==> config.mk <==
export PLATFORM = sky130hd
export DESIGN_NAME = i2c_reg_target
export DESIGN_NICKNAME = d
export VERILOG_FILES = /design/src/rtl/i2c_reg_target.sv
export SDC_FILE = /design/constraint.sdc
export NUM_CORES = 1
export LEC_CHECK = 0
export BUFFER_PORTS_ARGS = -buffer_cell sky130_fd_sc_hd__buf_2
export CAP_MARGIN = 10
export CORE_UTILIZATION = 61
export DETAILED_ROUTE_END_ITERATION = 12
export HOLD_SLACK_MARGIN = 0.08
export PLACE_DENSITY = 0.88
export SYNTH_ARGS = -nofsm -noshare
export SYNTH_HDL_FRONTEND = slang
export SYNTH_SLANG_ARGS = --single-unit
==> constraint.sdc <==
create_clock -name clk -period 9.3 [get_ports clk]
set_input_delay 1.86 -clock clk [delete_from_list [all_inputs] [get_ports clk]]
set_output_delay 1.86 -clock clk [all_outputs]
set_load 0.1 [all_outputs]
==> src/rtl/i2c_reg_target.sv <==
// I2C target exposing a 2**REG_AW byte register file through an auto-incrementing pointer.
// Bus conditions are seen 3 clk after the pad edge; sda_oe changes 1 clk after a detected SCL fall.
// No clock stretching: every byte is ACKed unconditionally and the local read port never stalls.
module i2c_reg_target #(
  parameter logic [6:0] DEV_ADDR = 7'h48,
  parameter int         REG_AW   = 4
) (
  input  logic              clk,
  input  logic              rst,
  input  logic              scl_i,
  input  logic              sda_i,
  output logic              sda_oe,
  output logic              wr_stb,
  output logic [REG_AW-1:0] wr_addr,
  output logic [7:0]        wr_data,
  output logic              rd_stb,
  output logic [REG_AW-1:0] rd_addr,
  input  logic [REG_AW-1:0] loc_raddr,
  output logic [7:0]        loc_rdata,
  output logic              busy
);

  localparam int NREG = 1 << REG_AW;
  localparam logic [REG_AW-1:0] PTR_ONE = {{(REG_AW-1){1'b0}}, 1'b1};

  localparam logic [3:0] S_IDLE      = 4'd0;
  localparam logic [3:0] S_ADDR      = 4'd1;
  localparam logic [3:0] S_ADDR_ACK  = 4'd2;
  localparam logic [3:0] S_PTR       = 4'd3;
  localparam logic [3:0] S_PTR_ACK   = 4'd4;
  localparam logic [3:0] S_WDATA     = 4'd5;
  localparam logic [3:0] S_WDATA_ACK = 4'd6;
  localparam logic [3:0] S_RDATA     = 4'd7;
  localparam logic [3:0] S_RDATA_ACK = 4'd8;
  localparam logic [3:0] S_WAIT      = 4'd9;

  // synchronizer and edge-detect taps
  logic scl_s1, scl_s2, scl_d;
  logic sda_s1, sda_s2, sda_d;

  logic [3:0]        state;
  logic [3:0]        bitcnt;
  logic [6:0]        shreg;
  logic [7:0]        txreg;
  logic              ack_ph;
  logic              rw_bit;
  logic [REG_AW-1:0] ptr;
  logic [7:0]        regs [NREG];

  logic       scl_rise, scl_fall;
  logic       start_det, stop_det;
  logic [7:0] rx_byte;
  logic       byte_done;
  logic       addr_hit;

  // Two-flop synchronizers plus one delay stage; idle bus level is high.
  always_ff @(posedge clk or posedge rst) begin
    if (rst) begin
      scl_s1 <= 1'b1;
      scl_s2 <= 1'b1;
      scl_d  <= 1'b1;
      sda_s1 <= 1'b1;
      sda_s2 <= 1'b1;
      sda_d  <= 1'b1;
    end else begin
      scl_s1 <= scl_i;
      scl_s2 <= scl_s1;
      scl_d  <= scl_s2;
      sda_s1 <= sda_i;
      sda_s2 <= sda_s1;
      sda_d  <= sda_s2;
    end
  end

  // SDA moving while SCL is held high is always a bus condition, never data.
  assign scl_rise  = scl_s2 & ~scl_d;
  assign scl_fall  = ~scl_s2 & scl_d;
  assign start_det = scl_s2 & scl_d & sda_d & ~sda_s2;
  assign stop_det  = scl_s2 & scl_d & ~sda_d & sda_s2;

  // The byte being completed includes the bit sampled on this rise.
  assign rx_byte   = {shreg, sda_s2};
  assign byte_done = scl_rise && (bitcnt == 4'd7);
  assign addr_hit  = (rx_byte[7:1] == DEV_ADDR);

  // Protocol sequencer: receives bytes, drives ACKs and read data, owns the register file.
  always_ff @(posedge clk or posedge rst) begin
    if (rst) begin
      state   <= S_IDLE;
      bitcnt  <= 4'd0;
      shreg   <= 7'd0;
      txreg   <= 8'd0;
      ack_ph  <= 1'b0;
      rw_bit  <= 1'b0;
      ptr     <= '0;
      sda_oe  <= 1'b0;
      busy    <= 1'b0;
      wr_stb  <= 1'b0;
      wr_addr <= '0;
      wr_data <= 8'd0;
      rd_stb  <= 1'b0;
      rd_addr <= '0;
      for (int i = 0; i < NREG; i++) regs[i] <= 8'd0;
    end else begin
      wr_stb <= 1'b0;
      rd_stb <= 1'b0;
      if (start_det) begin
        // Covers repeated START as well; any partial byte is dropped.
        state  <= S_ADDR;
        bitcnt <= 4'd0;
        sda_oe <= 1'b0;
        busy   <= 1'b0;
      end else if (stop_det) begin
        state  <= S_IDLE;
        sda_oe <= 1'b0;
        busy   <= 1'b0;
      end else begin
        case (state)
          S_IDLE: begin
            sda_oe <= 1'b0;
          end

          S_ADDR: begin
            if (byte_done) begin
              bitcnt <= 4'd0;
              ack_ph <= 1'b0;
              rw_bit <= rx_byte[0];
              if (addr_hit) begin
                busy  <= 1'b1;
                state <= S_ADDR_ACK;
                if (rx_byte[0]) begin
                  // Load now so the first bit is ready at the ACK release fall.
                  txreg   <= regs[ptr];
                  rd_stb  <= 1'b1;
                  rd_addr <= ptr;
                end
              end else begin
                state <= S_WAIT;
              end
            end else if (scl_rise) begin
              shreg  <= rx_byte[6:0];
              bitcnt <= bitcnt + 4'd1;
            end
          end

          S_PTR: begin
            if (byte_done) begin
              bitcnt <= 4'd0;
              ack_ph <= 1'b0;
              ptr    <= rx_byte[REG_AW-1:0];
              state  <= S_PTR_ACK;
            end else if (scl_rise) begin
              shreg  <= rx_byte[6:0];
              bitcnt <= bitcnt + 4'd1;
            end
          end

          S_WDATA: begin
            if (byte_done) begin
              bitcnt    <= 4'd0;
              ack_ph    <= 1'b0;
              regs[ptr] <= rx_byte;
              wr_stb    <= 1'b1;
              wr_addr   <= ptr;
              wr_data   <= rx_byte;
              ptr       <= ptr + PTR_ONE;
              state     <= S_WDATA_ACK;
            end else if (scl_rise) begin
              shreg  <= rx_byte[6:0];
              bitcnt <= bitcnt + 4'd1;
            end
          end

          S_ADDR_ACK, S_PTR_ACK, S_WDATA_ACK: begin
            // First fall starts the ACK slot, second fall ends it.
            if (scl_fall) begin
              if (!ack_ph) begin
                sda_oe <= 1'b1;
                ack_ph <= 1'b1;
              end else begin
                ack_ph <= 1'b0;
                bitcnt <= 4'd0;
                sda_oe <= 1'b0;
                if (state == S_ADDR_ACK && rw_bit) begin
                  sda_oe <= ~txreg[7];
                  txreg  <= {txreg[6:0], 1'b0};
                  bitcnt <= 4'd1;
                  state  <= S_RDATA;
                end else if (state == S_ADDR_ACK) begin
                  state <= S_PTR;
                end else begin
                  state <= S_WDATA;
                end
              end
            end
          end

          S_RDATA: begin
            // bitcnt counts bits already placed on the bus.
            if (scl_fall) begin
              if (bitcnt == 4'd8) begin
                sda_oe <= 1'b0;
                ptr    <= ptr + PTR_ONE;
                ack_ph <= 1'b0;
                state  <= S_RDATA_ACK;
              end else begin
                sda_oe <= ~txreg[7];
                txreg  <= {txreg[6:0], 1'b0};
                bitcnt <= bitcnt + 4'd1;
              end
            end
          end

          S_RDATA_ACK: begin
            if (scl_rise && !ack_ph) begin
              if (!sda_s2) begin
                txreg   <= regs[ptr];
                rd_stb  <= 1'b1;
                rd_addr <= ptr;
                ack_ph  <= 1'b1;
              end else begin
                state <= S_WAIT;
              end
            end else if (scl_fall && ack_ph) begin
              sda_oe <= ~txreg[7];
              txreg  <= {txreg[6:0], 1'b0};
              bitcnt <= 4'd1;
              ack_ph <= 1'b0;
              state  <= S_RDATA;
            end
          end

          S_WAIT: begin
            sda_oe <= 1'b0;
          end

          default: begin
            state  <= S_IDLE;
            sda_oe <= 1'b0;
          end
        endcase
      end
    end
  end

  // Registered local read port; a bus write shows up one cycle after wr_stb.
  always_ff @(posedge clk or posedge rst) begin
    if (rst) loc_rdata <= 8'd0;
    else     loc_rdata <= regs[loc_raddr];
  end

endmodule

==> impl_results.md <==
* Remaining antenna violation count after routing at 0
* Area Overhead vs Synth at 8.59%
* Clk buf depth at 2
* Startpoint Class: register
* Pleak at between 5 and 6 nW
* Sequential element share of the synthesized area at a little under half
* Post-CTS sizing at 0
* CTS H-tree lvls at 4
* Wire length per cell at between 20 and 30 microns
* Slew at the pin closest to its max-slew limit at approximately 1.1 ns
* Post-synthesis mux area share at 37.4%
* Fraction of layout cells with a size suffix above 1 at between 40 and 50%
* Syn_nets at 718
* Maximum VDD drop at around 140 uV
* DRC errors left at 0
* Cell Rows at 46
* Flops & latches, synth at between 150 and 200
* Final nets at 711
* Reg power frac at 42.9%
* Setup Skew at 0.00783 ns
* Synth Area in XOR/XNOR at less than 1%
* Synth Area in Compound Gates at 4.74%
* CP endpoint kind: register
* Cells after Synth at 704
* Root buffer cell: clkbuf_16
* Largest net degree at the start of global routing at 108
* Clk pwr share at ~37%
* FMAX at 286 MHz
* PD cells at between 200 and 250 nW/um^2
* Period utilization at 37.5%
* Number of synthesized flops with an enable pin at 0
* Overall routed net length at 24500 microns
* Synth Warn # at 0
* Post-synthesis simple-gate area fraction at 6.25%
* TritonCTS Sinks at 191
* Final design utilization at between 60% and 70%
* CTS Hold Bufs at 0
* GR Overflow Total at 0
* Max-slew violation count at 0
* Clock Pin Slew Worst Setup and Hold Paths at 0.07 ns
* Tot GR Track Use at a little under a third
* Class of the worst hold path: reg -> reg
* Max Cap Viol at 0
* Initial DRC count at 564
* Setup-failing EPs final at 0
* Final hold viol count at 0
* Core area at 16000 sq um
* Die Area at 17100 sq um
* Comb power frac at 19.7%
* HPWL after DPL at 15500 microns
* Via count at 6464
* DR vias/cell at 6.97
* Chip Height at ~130 microns
* Critical Path Fanout Max at 29
* Initial Utilization at 63.1%
* RSZ-0062 raised after global routing: false
* Average cell area after synthesis at 14.3 sq um
* Sw Share at between 30% and 40%
* Initial antenna violation count at 1
* Clock Latency Late Sink at 0.44 ns
* DIE WIDTH at 131 microns
* Most common cell after layout, fill and taps aside: dfrtp_1
* Post-CTS setup buffer count at 0
* Placer Congestion at just under 0.9
* Setup_tns at 0 ns
* Number of global-route vias before repair at about 6800
* Internal at about 1.5 mW
* Final min period at 3.49 ns
* Synth cell types at 65
* Synth Flop Type: dfrtp_1
* IO Pins at 36
* Most frequent cells in the layout: dfrtp_1, mux2_2, mux4_2
* Max_slew headroom at 29.8%
* Crit path kind: reg -> reg
* CTS buffer count at 17
* P_sw at 0.694 mW
* Data arrival, critical path at approximately 3.8 ns
* CTS tree: built
* Worst Path Required at 9.62 ns
* # port buffers at 35
* Outcome: finished clean
* Async set-reset flop share out of synthesis at 100%
* First drt pass iteration count at 5
* First-pass GRT wire length at between 30000 and 40000 microns
* Syn Std Cell Area at 10100 sq um
* Adder-cell area share of the yosys netlist at less than 1%
* Largest family of logic cells by synthesized area: multiplexers
critical path: stages (launching register included):
cell and delay, ns:
dfrtp_1 0.64, nor2b_1 0.62, nand2_1 0.41, nor3_2 0.24, buf_4 0.32, and3_1 0.71
mux2_2 0.42
registers in the layout (all words and copies together), names as in the netlist:
name	count
scl_s2	1
bitcnt	4
sda_oe	1
wr_stb	1
scl_s1	1
txreg	8
ack_ph	1
ptr	4
sda_s1	1
loc_rdata	8
rw_bit	1
scl_d	1
rd_addr	4
regs	128
rd_stb	1
sda_d	1
busy	1
wr_data	8
sda_s2	1
shreg	7
state	4
wr_addr	4
area by class of cell:
| type | instances | area [sq um] |
|---|---|---|
| diodes | 1 | 2.50 |
| clock buffers | 19 | 443 |
| clock inverters | 13 | 231 |
| fillers | 1047 | 5040 |
| inverters | 7 | 33.8 |
| multi-input cells | 440 | 4980 |
| flip-flops and latches | 191 | 4790 |
| well taps | 216 | 270 |
| repair buffers | 40 | 213 |
stage by stage:
| stage | hold slack (ns) | std cells | power, mW | cell area (sq um) | setup WS [ns] |
|---|---|---|---|---|---|
| 3_5_place_dp | 0.349 | 894 | 1.41 | 10300 | 5.38 |
| 3_3_place_gp | 0.347 | 894 | 1.39 | 10300 | 5.45 |
| 4_1_cts | 0.359 | 926 | 2.24 | 11000 | 5.81 |
| 5_1_grt | 0.366 | 926 | 2.32 | 11000 | 5.63 |
| 2_1_floorplan | 0.345 | 704 | 1.31 | 10100 | 2.25 |
| 6_report | 0.358 | 927 | 2.24 | 11000 | 5.81 |
layer usage:
layer / global-route usage [%] / wire [microns]
met1: 39.1 / 9260
met2: 51.6 / 12400
met3: 7.29 / 1710
met4: 16.8 / 1070
met5: 0 / 0
logic make-up after synthesis:
group / Yosys count
flops: 191
xor+xnor: 2
fa+ha+maj: 6
mux: 266
simple gates: 99
buf+inv: 73
compound gates: 67
final timing paths:
kind,from,end,slack (ns),cells after the start
max,state[0],regs[82],5.81,6
min,sda_s1,sda_s2,0.36,0
max reg2reg,state[0],regs[82],5.81,6
min reg2reg,sda_s1,sda_s2,0.36,0
max in group asynchronous,rst,regs[50],6.20,3
min in group asynchronous,rst,regs[118],1.55,2
power by group through the flow:
stage | registers, mW | logic, mW | clock network [mW]
after floorplan | 0.923 | 0.388 | 0
after global placement | 0.965 | 0.423 | 0
after detailed placement | 0.973 | 0.437 | 0
after CTS | 0.957 | 0.439 | 0.840
after global routing | 0.969 | 0.479 | 0.871
final | 0.962 | 0.442 | 0.837
Yosys cell counts (3+ instances only):
cell | number | area (sq um)
dfrtp_1 | 185 | 4630
and2_1 | 3 | 18.8
nor2_1 | 10 | 37.5
a21boi_0 | 3 | 22.5
or2_2 | 3 | 18.8
inv_1 | 6 | 22.5
nand2_1 | 14 | 52.6
buf_4 | 6 | 45.0
nand3_1 | 5 | 25.0
and3b_1 | 3 | 26.3
mux2_2 | 166 | 1870
clkbuf_1 | 17 | 63.8
nor3_1 | 6 | 30.0
mux4_2 | 72 | 1620
nand3b_1 | 5 | 37.5
nor2b_1 | 6 | 37.5
a22oi_1 | 3 | 22.5
o211ai_1 | 4 | 30.0
o22ai_1 | 4 | 25.0
o21ai_0 | 5 | 25.0
mux2i_1 | 27 | 270
a21oi_1 | 7 | 35.0
dfstp_2 | 6 | 158
buf_1 | 14 | 52.6
buf_2 | 29 | 145
ha_1 | 6 | 75.1
nand4_1 | 4 | 25.0
nand2b_1 | 5 | 31.3
and3_1 | 19 | 119
o31ai_1 | 4 | 30.0
a31oi_1 | 12 | 75.1
No activity file was read; power rests on OpenSTA's default activity.
